`src/rtl/gamma_sequencer_if.sv`:
```
// Volley-in and result-out handshakes of the gamma sequencer.
// The slave modport is the sequencer side; the master modport is the encoder/consumer side.
interface gamma_sequencer_if #(
  parameter int unsigned NUM_SPIKES = 16,
  parameter int unsigned TBITS      = 4,
  parameter int unsigned NBITS      = 3
);
  logic                        in_valid;
  logic                        in_ready;
  logic [NUM_SPIKES*TBITS-1:0] in_spike_times;
  logic                        out_valid;
  logic                        out_ready;
  logic [TBITS-1:0]            out_spike_time;
  logic [NBITS-1:0]            out_winner;

  modport master (
    output in_valid, in_spike_times, out_ready,
    input  in_ready, out_valid, out_spike_time, out_winner
  );

  modport slave (
    input  in_valid, in_spike_times, out_ready,
    output in_ready, out_valid, out_spike_time, out_winner
  );
endinterface

```
`src/rtl/gamma_sequencer.sv`:
```
// Gamma sequencer: latches one input volley, sweeps the layer's time_val
// through one gamma cycle, then captures winner and output spike time
// into a one-entry result buffer. time_val parks at TIME_PERIOD outside RUN.
module gamma_sequencer #(
  parameter int unsigned TIME_PERIOD = 8,
  parameter int unsigned NUM_SPIKES  = 16,
  parameter int unsigned NEURONS     = 8,
  parameter int unsigned TBITS       = $clog2(TIME_PERIOD) + 1,
  parameter int unsigned NBITS       = $clog2(NEURONS)
) (
  input  logic                        clk,
  input  logic                        rst,
  gamma_sequencer_if.slave            bus,
  output logic [TBITS-1:0]            time_val,
  output logic [NUM_SPIKES*TBITS-1:0] spike_times,
  input  logic [TBITS-1:0]            layer_spike_time,
  input  logic [NBITS-1:0]            layer_winner,
  output logic                        busy,
  output logic [15:0]                 volley_count,
  // test hook: synchronous preload of volley_count
  input  logic                        cnt_preload,
  input  logic [15:0]                 cnt_preload_val
);

  localparam logic [TBITS-1:0] PARK = TBITS'(TIME_PERIOD);
  localparam logic [TBITS-1:0] LAST = TBITS'(TIME_PERIOD - 1);

  typedef enum logic [1:0] {
    S_IDLE    = 2'd0,
    S_RUN     = 2'd1,
    S_CAPTURE = 2'd2
  } state_t;

  state_t                      state_q;
  logic [TBITS-1:0]            time_val_q;
  logic [NUM_SPIKES*TBITS-1:0] spike_times_q;
  logic [NBITS-1:0]            win_stage_q;
  logic [TBITS-1:0]            time_stage_q;
  logic                        first_cap_q;
  logic                        in_ready_q;
  logic                        busy_q;
  logic                        out_valid_q;
  logic [TBITS-1:0]            out_spike_time_q;
  logic [NBITS-1:0]            out_winner_q;
  logic [15:0]                 volley_count_q;
  logic [TBITS-1:0]            cap_time_d;

  // Layer result is only valid live on the first CAPTURE cycle; afterwards use the staged copy
  always_comb begin
    cap_time_d = time_stage_q;
    if (first_cap_q) cap_time_d = layer_spike_time;
  end

  // Sequencer FSM with registered outputs; time_val_q doubles as the tick counter in RUN
  always_ff @(posedge clk or posedge rst) begin
    if (rst) begin
      state_q          <= S_IDLE;
      time_val_q       <= PARK;
      spike_times_q    <= '0;
      win_stage_q      <= '0;
      time_stage_q     <= '0;
      first_cap_q      <= 1'b0;
      in_ready_q       <= 1'b1;
      busy_q           <= 1'b0;
      out_valid_q      <= 1'b0;
      out_spike_time_q <= '0;
      out_winner_q     <= '0;
      volley_count_q   <= '0;
    end else begin
      // Consumption clears the buffer; a same-edge load below overrides this
      if (out_valid_q && bus.out_ready) out_valid_q <= 1'b0;

      unique case (state_q)
        S_IDLE: begin
          if (bus.in_valid) begin
            spike_times_q <= bus.in_spike_times;
            time_val_q    <= '0;
            in_ready_q    <= 1'b0;
            busy_q        <= 1'b1;
            state_q       <= S_RUN;
          end
        end
        S_RUN: begin
          if (time_val_q == LAST) begin
            // Layer clears its winner on this edge, so grab it now
            win_stage_q <= layer_winner;
            time_val_q  <= PARK;
            first_cap_q <= 1'b1;
            state_q     <= S_CAPTURE;
          end else begin
            time_val_q <= time_val_q + 1'b1;
          end
        end
        S_CAPTURE: begin
          first_cap_q <= 1'b0;
          if (first_cap_q) time_stage_q <= layer_spike_time;
          if (!out_valid_q || bus.out_ready) begin
            out_spike_time_q <= cap_time_d;
            out_winner_q     <= win_stage_q;
            out_valid_q      <= 1'b1;
            volley_count_q   <= volley_count_q + 16'd1;
            in_ready_q       <= 1'b1;
            busy_q           <= 1'b0;
            state_q          <= S_IDLE;
          end
        end
        default: begin
          time_val_q <= PARK;
          in_ready_q <= 1'b1;
          busy_q     <= 1'b0;
          state_q    <= S_IDLE;
        end
      endcase

      if (cnt_preload) volley_count_q <= cnt_preload_val;
    end
  end

  assign time_val           = time_val_q;
  assign spike_times        = spike_times_q;
  assign busy               = busy_q;
  assign volley_count       = volley_count_q;
  assign bus.in_ready       = in_ready_q;
  assign bus.out_valid      = out_valid_q;
  assign bus.out_spike_time = out_spike_time_q;
  assign bus.out_winner     = out_winner_q;

endmodule

```
`src/flat_wrapper.sv`:
```
// flat-port wrapper written by rule: the top's interface ports become plain ports
module gamma_sequencer_flat 
#(
  parameter int unsigned TIME_PERIOD = 8,
  parameter int unsigned NUM_SPIKES  = 16,
  parameter int unsigned NEURONS     = 8,
  parameter int unsigned TBITS       = $clog2(TIME_PERIOD) + 1,
  parameter int unsigned NBITS       = $clog2(NEURONS)
)
  (clk, rst, time_val, spike_times, layer_spike_time, layer_winner, busy, volley_count, cnt_preload, cnt_preload_val, bus_in_valid, bus_in_spike_times, bus_out_ready, bus_in_ready, bus_out_valid, bus_out_spike_time, bus_out_winner);
  gamma_sequencer_if #(.NUM_SPIKES(NUM_SPIKES), .TBITS(TBITS), .NBITS(NBITS)) bus_i ();
  input  logic clk;
  input  logic rst;
  output logic [TBITS-1:0] time_val;
  output logic [NUM_SPIKES*TBITS-1:0] spike_times;
  input  logic [TBITS-1:0] layer_spike_time;
  input  logic [NBITS-1:0] layer_winner;
  output logic busy;
  output logic [15:0] volley_count;
  input  logic cnt_preload;
  input  logic [15:0] cnt_preload_val;
  input wire logic [$bits(bus_i.in_valid)-1:0] bus_in_valid;
  input wire logic [$bits(bus_i.in_spike_times)-1:0] bus_in_spike_times;
  input wire logic [$bits(bus_i.out_ready)-1:0] bus_out_ready;
  output wire logic [$bits(bus_i.in_ready)-1:0] bus_in_ready;
  output wire logic [$bits(bus_i.out_valid)-1:0] bus_out_valid;
  output wire logic [$bits(bus_i.out_spike_time)-1:0] bus_out_spike_time;
  output wire logic [$bits(bus_i.out_winner)-1:0] bus_out_winner;
  assign bus_i.in_valid = bus_in_valid;
  assign bus_i.in_spike_times = bus_in_spike_times;
  assign bus_i.out_ready = bus_out_ready;
  assign bus_in_ready = bus_i.in_ready;
  assign bus_out_valid = bus_i.out_valid;
  assign bus_out_spike_time = bus_i.out_spike_time;
  assign bus_out_winner = bus_i.out_winner;
  gamma_sequencer #(.TIME_PERIOD(TIME_PERIOD), .NUM_SPIKES(NUM_SPIKES), .NEURONS(NEURONS), .TBITS(TBITS), .NBITS(NBITS)) u_core (.clk(clk), .rst(rst), .bus(bus_i), .time_val(time_val), .spike_times(spike_times), .layer_spike_time(layer_spike_time), .layer_winner(layer_winner), .busy(busy), .volley_count(volley_count), .cnt_preload(cnt_preload), .cnt_preload_val(cnt_preload_val));
endmodule
```
`config.mk`:
```
export PLATFORM = sky130hd
export DESIGN_NAME = gamma_sequencer_flat
export DESIGN_NICKNAME = d
export VERILOG_FILES = /design/src/rtl/gamma_sequencer_if.sv /design/src/rtl/gamma_sequencer.sv /design/src/flat_wrapper.sv
export SDC_FILE = /design/constraint.sdc
export NUM_CORES = 1
export LEC_CHECK = 0
export BUFFER_PORTS_ARGS = -buffer_cell sky130_fd_sc_hd__buf_2
export CELL_PAD_IN_SITES_DETAIL_PLACEMENT = 0
export CELL_PAD_IN_SITES_GLOBAL_PLACEMENT = 1
export CORE_MARGIN = 3
export CORE_UTILIZATION = 33
export DETAILED_ROUTE_END_ITERATION = 6
export PLACE_DENSITY_LB_ADDON = 0.1
export SETUP_SLACK_MARGIN = 0.15
export SLEW_MARGIN = 5
export SYNTH_ARGS = -nofsm -noshare
export SYNTH_HDL_FRONTEND = slang
export SYNTH_SLANG_ARGS = --single-unit
```
`constraint.sdc`:
```
create_clock -name clk -period 3.5 [get_ports clk]
set_input_delay 0.7 -clock clk [delete_from_list [all_inputs] [get_ports clk]]
set_output_delay 0.7 -clock clk [all_outputs]
set_load 0.02 [all_outputs]
```
Word level (Yosys, flattened, before mapping). Index checks and enable logic that the tools add are counted.

Register bits after elaboration: 104. Output and inout bits: 94. Word-level logic and storage cells: 59. Bits of input ports: 92.

Eq/ne operators: 6. Add/sub/neg operators: 2. Bitwise operators: 2. Reductions and logical operators: 15. Mux-type cells: 22.

Operators by type and width (count): two-way mux 16 bit (3); adder 16 x 1 -> 16 bit (second input constant) (1); two-way mux 4 bit (3); one-hot mux 4 bit (3 select lines) (1); AND reduction 2 bit (6); two-way mux 1 bit (8); two-way mux 2 bit (3); one-hot mux 1 bit (3 select lines) (2); one-hot mux 2 bit (3 select lines) (1); AND reduction 3 bit (2); nonzero test 2 bit (3); adder 4 x 1 -> 4 bit (second input constant) (1); == test 4 x 3 -> 1 bit (second input constant) (1); != test 2 x 1 -> 1 bit (second input constant) (2); == test 2 x 1 -> 1 bit (second input constant) (1); == test 2 bit (second input constant) (1); logical NOT 2 bit (1); != test 2 bit (second input constant) (1); inverter 1 bit (2); one-hot mux 1 bit (2 select lines) (1); logical AND 1 bit (1); logical NOT 1 bit (1); logical OR 1 bit (1).

Depth between registers and ports, before layout.
Depth after elaboration: 5. Gate-level depth with buffers: 5. Gate-level depth less buffers: 5.

Least setup slack after synthesis. OpenSTA, ideal clock, no wires.

Path kind: in2reg. Start: input bus_out_ready. End: register u_core.volley_count_q[15] (netlist: u_core.volley_count[15]). Setup time: 82 ps. Setup slack: 1508 ps. Path buffers: 1. Required time: 3418 ps. Arrival time: 1910 ps. Cell stages on the path: 5. Cell sequence: nor2b_1 -> or3_1 -> buf_2 -> or4_1 -> a31oi_1.

Longest elaborated chain between the ends: 3.

RTL lines: start, declared (RTL line flat_wrapper.sv:24) `input wire logic [$bits(bus_i.out_ready)-1:0] bus_out_ready;`; logical OR 1 bit (RTL line gamma_sequencer.sv:97) `if (!out_valid_q || bus.out_ready) begin`; nonzero test 2 bit (no source line); AND reduction 2 bit (no source line); end signal, assigned (RTL line gamma_sequencer.sv:101) `volley_count_q <= volley_count_q + 16'd1;`; end signal, assigned (RTL line gamma_sequencer.sv:115) `if (cnt_preload) volley_count_q <= cnt_preload_val;`; end, declared (RTL line gamma_sequencer.sv:45) `logic [15:0] volley_count_q;`.

No other way between the ends. A chain may end at the register's enable or synchronous reset.

Worst setup path in the final report.
Start: register u_core.state_q[0]. End: register u_core.volley_count_q[11] (netlist: u_core.volley_count[11]).

Longest elaborated chain between the ends: 3.

RTL lines: start, declared (RTL line gamma_sequencer.sv:34) `state_t state_q;`; start signal, assigned (RTL line gamma_sequencer.sv:57) `state_q <= S_IDLE;`; start signal, assigned (RTL line gamma_sequencer.sv:80) `state_q <= S_RUN;`; start signal, assigned (RTL line gamma_sequencer.sv:89) `state_q <= S_CAPTURE;`; == test 2 bit (RTL line gamma_sequencer.sv:73) `unique case (state_q)`; nonzero test 2 bit (no source line); AND reduction 2 bit (no source line).

No other way between the ends.

==> metrics.txt <==
dominant synthesized flop cell dfrtp_1; first-pass GRT wire length 16.2 mm; Setup violations, final 0; number of I/O port buffers 185; Die Wd 120 um; clock sink count 104; max cap viols 0; Rows 40; count of different cell masters after synthesis 34; CTS Root Cell clkbuf_16; area share of the largest cell type after synthesis 0.598; Nets 603; max_slew headroom 0.338; die area 0.0143 mm^2; CP endpoint kind flip-flop; setup slack, reg-to-reg 1.36 ns; core area 0.0123 mm^2; Netlist Area Pre-Place 0.00427 mm^2; Synth Register Bits 104; Iteration-0 DRC Markers 127; YS warnings 0; Final Util 0.465; worst reg-to-reg path cell count 4; Final Hold Fails 0; fillcell total 1181; initial antenna violation count 0; minimum clock period 2.14 ns; Synth Instances 323; initial cell density of the core 0.347; Reg2Reg Capture Point u_core.volley_count[11]; Antenna Cells 0; worst-path fanout max 14; share of cells above drive strength 1 0.554; largest net degree at the start of global routing 65; combinational family with the most area after synthesis multiplexers; Yosys top cell by area dfrtp_1; CTS Hold Bufs 0; Slew @ Worst Pin 0.989 ns; Worst Path Required 3.76 ns; Max Slew Vio Count 0; worst r2r src u_core.state_q[0]; Syn Area/Cell 13.2 um^2; CP Class reg2reg; unrepaired setup endpoints after global routing no; post-detailed-route count of antenna-violating nets 0; EDFF count, synth 0; vias in the first global route 3119; Leak 2.74 nW; Setup TNS 0 ns; Area growth, synth to finish 34.0%; drt total wl 10.1 mm; H-tree depth 3; number of CTS-inserted buffers 9; TritonCTS clock tree yes; GP Congestion 0.690; Post-Synth Simple-Gate Area 0.0864; worst-skew pair later-pin latency 0.34 ns; VDD IR-drop max 0.309 mV; post-synthesis xor/xnor area fraction 0.0164; Final period util 0.611; Synth Area in Adders 0.00586; clock skew 0.00233 ns; global route overflow 0; syn_nets 417; Critical Path Start Type flip-flop; die extent in y 120 um; asr flop ratio synth 1.00; CTS clk-pin slew, worst paths 0.07 ns; Vias 3129; main area contributors after synthesis dfrtp_1 60%, mux2_2 20%, nand2_1 2.0%, o21ai_0 1.9%, dfstp_2 1.2%; post-synthesis sequential area ratio 0.610; pwr dens 863 mW/mm^2; mux cell area share after synthesis 0.209; Max Clk Rate 468 MHz; Residual DRC 0; # resized after CTS 0; DPL Wire Length 7.53 mm; 1st-pass router iterations 4; Total GRT Usage 0.142; Vias/cell 4.59; status completed; WP data arrival 2.40 ns; # IOs 186; drt wl/cell 14.9 um; buffer count from post-CTS setup fixing 0; Max Root-Sink Buffers 2; compound-cell area share of the yosys netlist 0.0539; Hold WC Path Type in2async
[synthesized netlist by cell type, types with 4 or more instances]
master    count
o31ai_1       5
mux2i_1       5
or4_1         7
buf_2         7
a31oi_1       7
inv_1         4
xor2_1        4
o21ai_0      16
clkbuf_1      6
nand3_1       8
dfrtp_1     102
nand2_1      23
xnor2_1       4
nand4_1       6
nor2_1       13
mux2_2       75
a21oi_1       6
[worst max-delay path by stage]
stage	start	to	slack, ns	cells after the start
after detailed placement	bus_out_ready	u_core.bus.out_winner[1]	1.29	4
final	u_core.state_q[0]	u_core.volley_count[11]	1.36	4
after CTS	u_core.state_q[0]	u_core.bus.out_winner[1]	1.33	3
after global placement	bus_out_ready	u_core.bus.out_winner[2]	1.32	4
after global routing	u_core.state_q[0]	u_core.bus.out_winner[0]	1.20	3
after floorplan	bus_out_ready	u_core.volley_count[15]	1.51	5
[per-stage QoR]
step                      cells  total power [mW]  instance area (um^2)  setup slack, ns  hold slack, ns
after global placement      666              3.92                  5410             1.32           0.480
after global routing        681              5.25                  5720             1.20           0.361
after detailed placement    666              3.95                  5410             1.29           0.489
after floorplan             323              3.24                  4270             1.51           0.474
final                       681              4.93                  5720             1.36           0.348
after CTS                   681              5.02                  5720             1.33           0.340
[cell type report]
cell class                 instances  area, um^2  area share
clock buffer                       9         225      0.0394
clock inverter                     6        83.8      0.0147
inverter                           4        18.8     0.00328
multi-input combinational        201        1600       0.279
sequential                       104        2610       0.455
tap                              168         210      0.0367
timing repair buffer             189         981       0.171
[cell usage in the layout, fill, tap and decap left out, types with 2 or more instances in the layout]
cell type  instances
nor2_1            12
clkbuf_16          9
nand3b_1           2
xnor2_1            4
dfstp_2            2
nand2_1           23
o31ai_1            5
buf_12             2
bufinv_16          2
nand3_1            8
and2b_1            2
or3_1              2
xor2_1             4
and3_1             2
dfrtp_1          102
o21ai_0           16
buf_2            185
clkinv_2           3
nor4_1             2
a21oi_1            6
inv_1              3
o211ai_1           2
ha_1               2
a31oi_1            7
buf_4              2
mux2i_1            5
or4_1              7
mux2_2            75
nand4_1            6
[report_power, final]
part | internal [mW] | switching, mW | leakage [nW]
clock | 0.622 | 0.431 | 0.155
sequential | 1.71 | 0.271 | 1.23
combinational | 0.822 | 1.08 | 1.35
total | 3.16 | 1.78 | 2.74
[worst max-delay path, cell delays in order (launching register included)]
cell and delay [ns]:
dfrtp_1 0.53, nand2b_2 0.30, or3_1 0.51, or4_1 0.54, a31oi_1 0.18
[metal layers]
layer / GRT usage / up-vias / part of all wire
met5: 0 / - / 0
met2: 0.236 / 109 / 0.49
li1: - / 1526 / -
met4: 0.0344 / 0 / 0.010
met3: 0.0580 / 8 / 0.085
met1: 0.174 / 1486 / 0.42
[flip-flops by register name, indices dropped and copies added, names as in the netlist]
signal / cells
u_core.bus.out_valid: 1
u_core.bus.in_ready: 1
u_core.volley_count: 16
u_core.win_stage_q: 3
u_core.busy: 1
u_core.bus.out_winner: 3
u_core.bus.out_spike_time: 4
u_core.spike_times: 64
u_core.state_q: 2
u_core.first_cap_q: 1
u_core.time_val: 4
u_core.time_stage_q: 4
[cells by family after synthesis]
family          Yosys count
xor+xnor                  8
fa+ha+maj                 2
simple gates             72
buf+inv                  18
compound gates           39
flops                   104
mux                      80
Power figures use the tool's default switching activity.
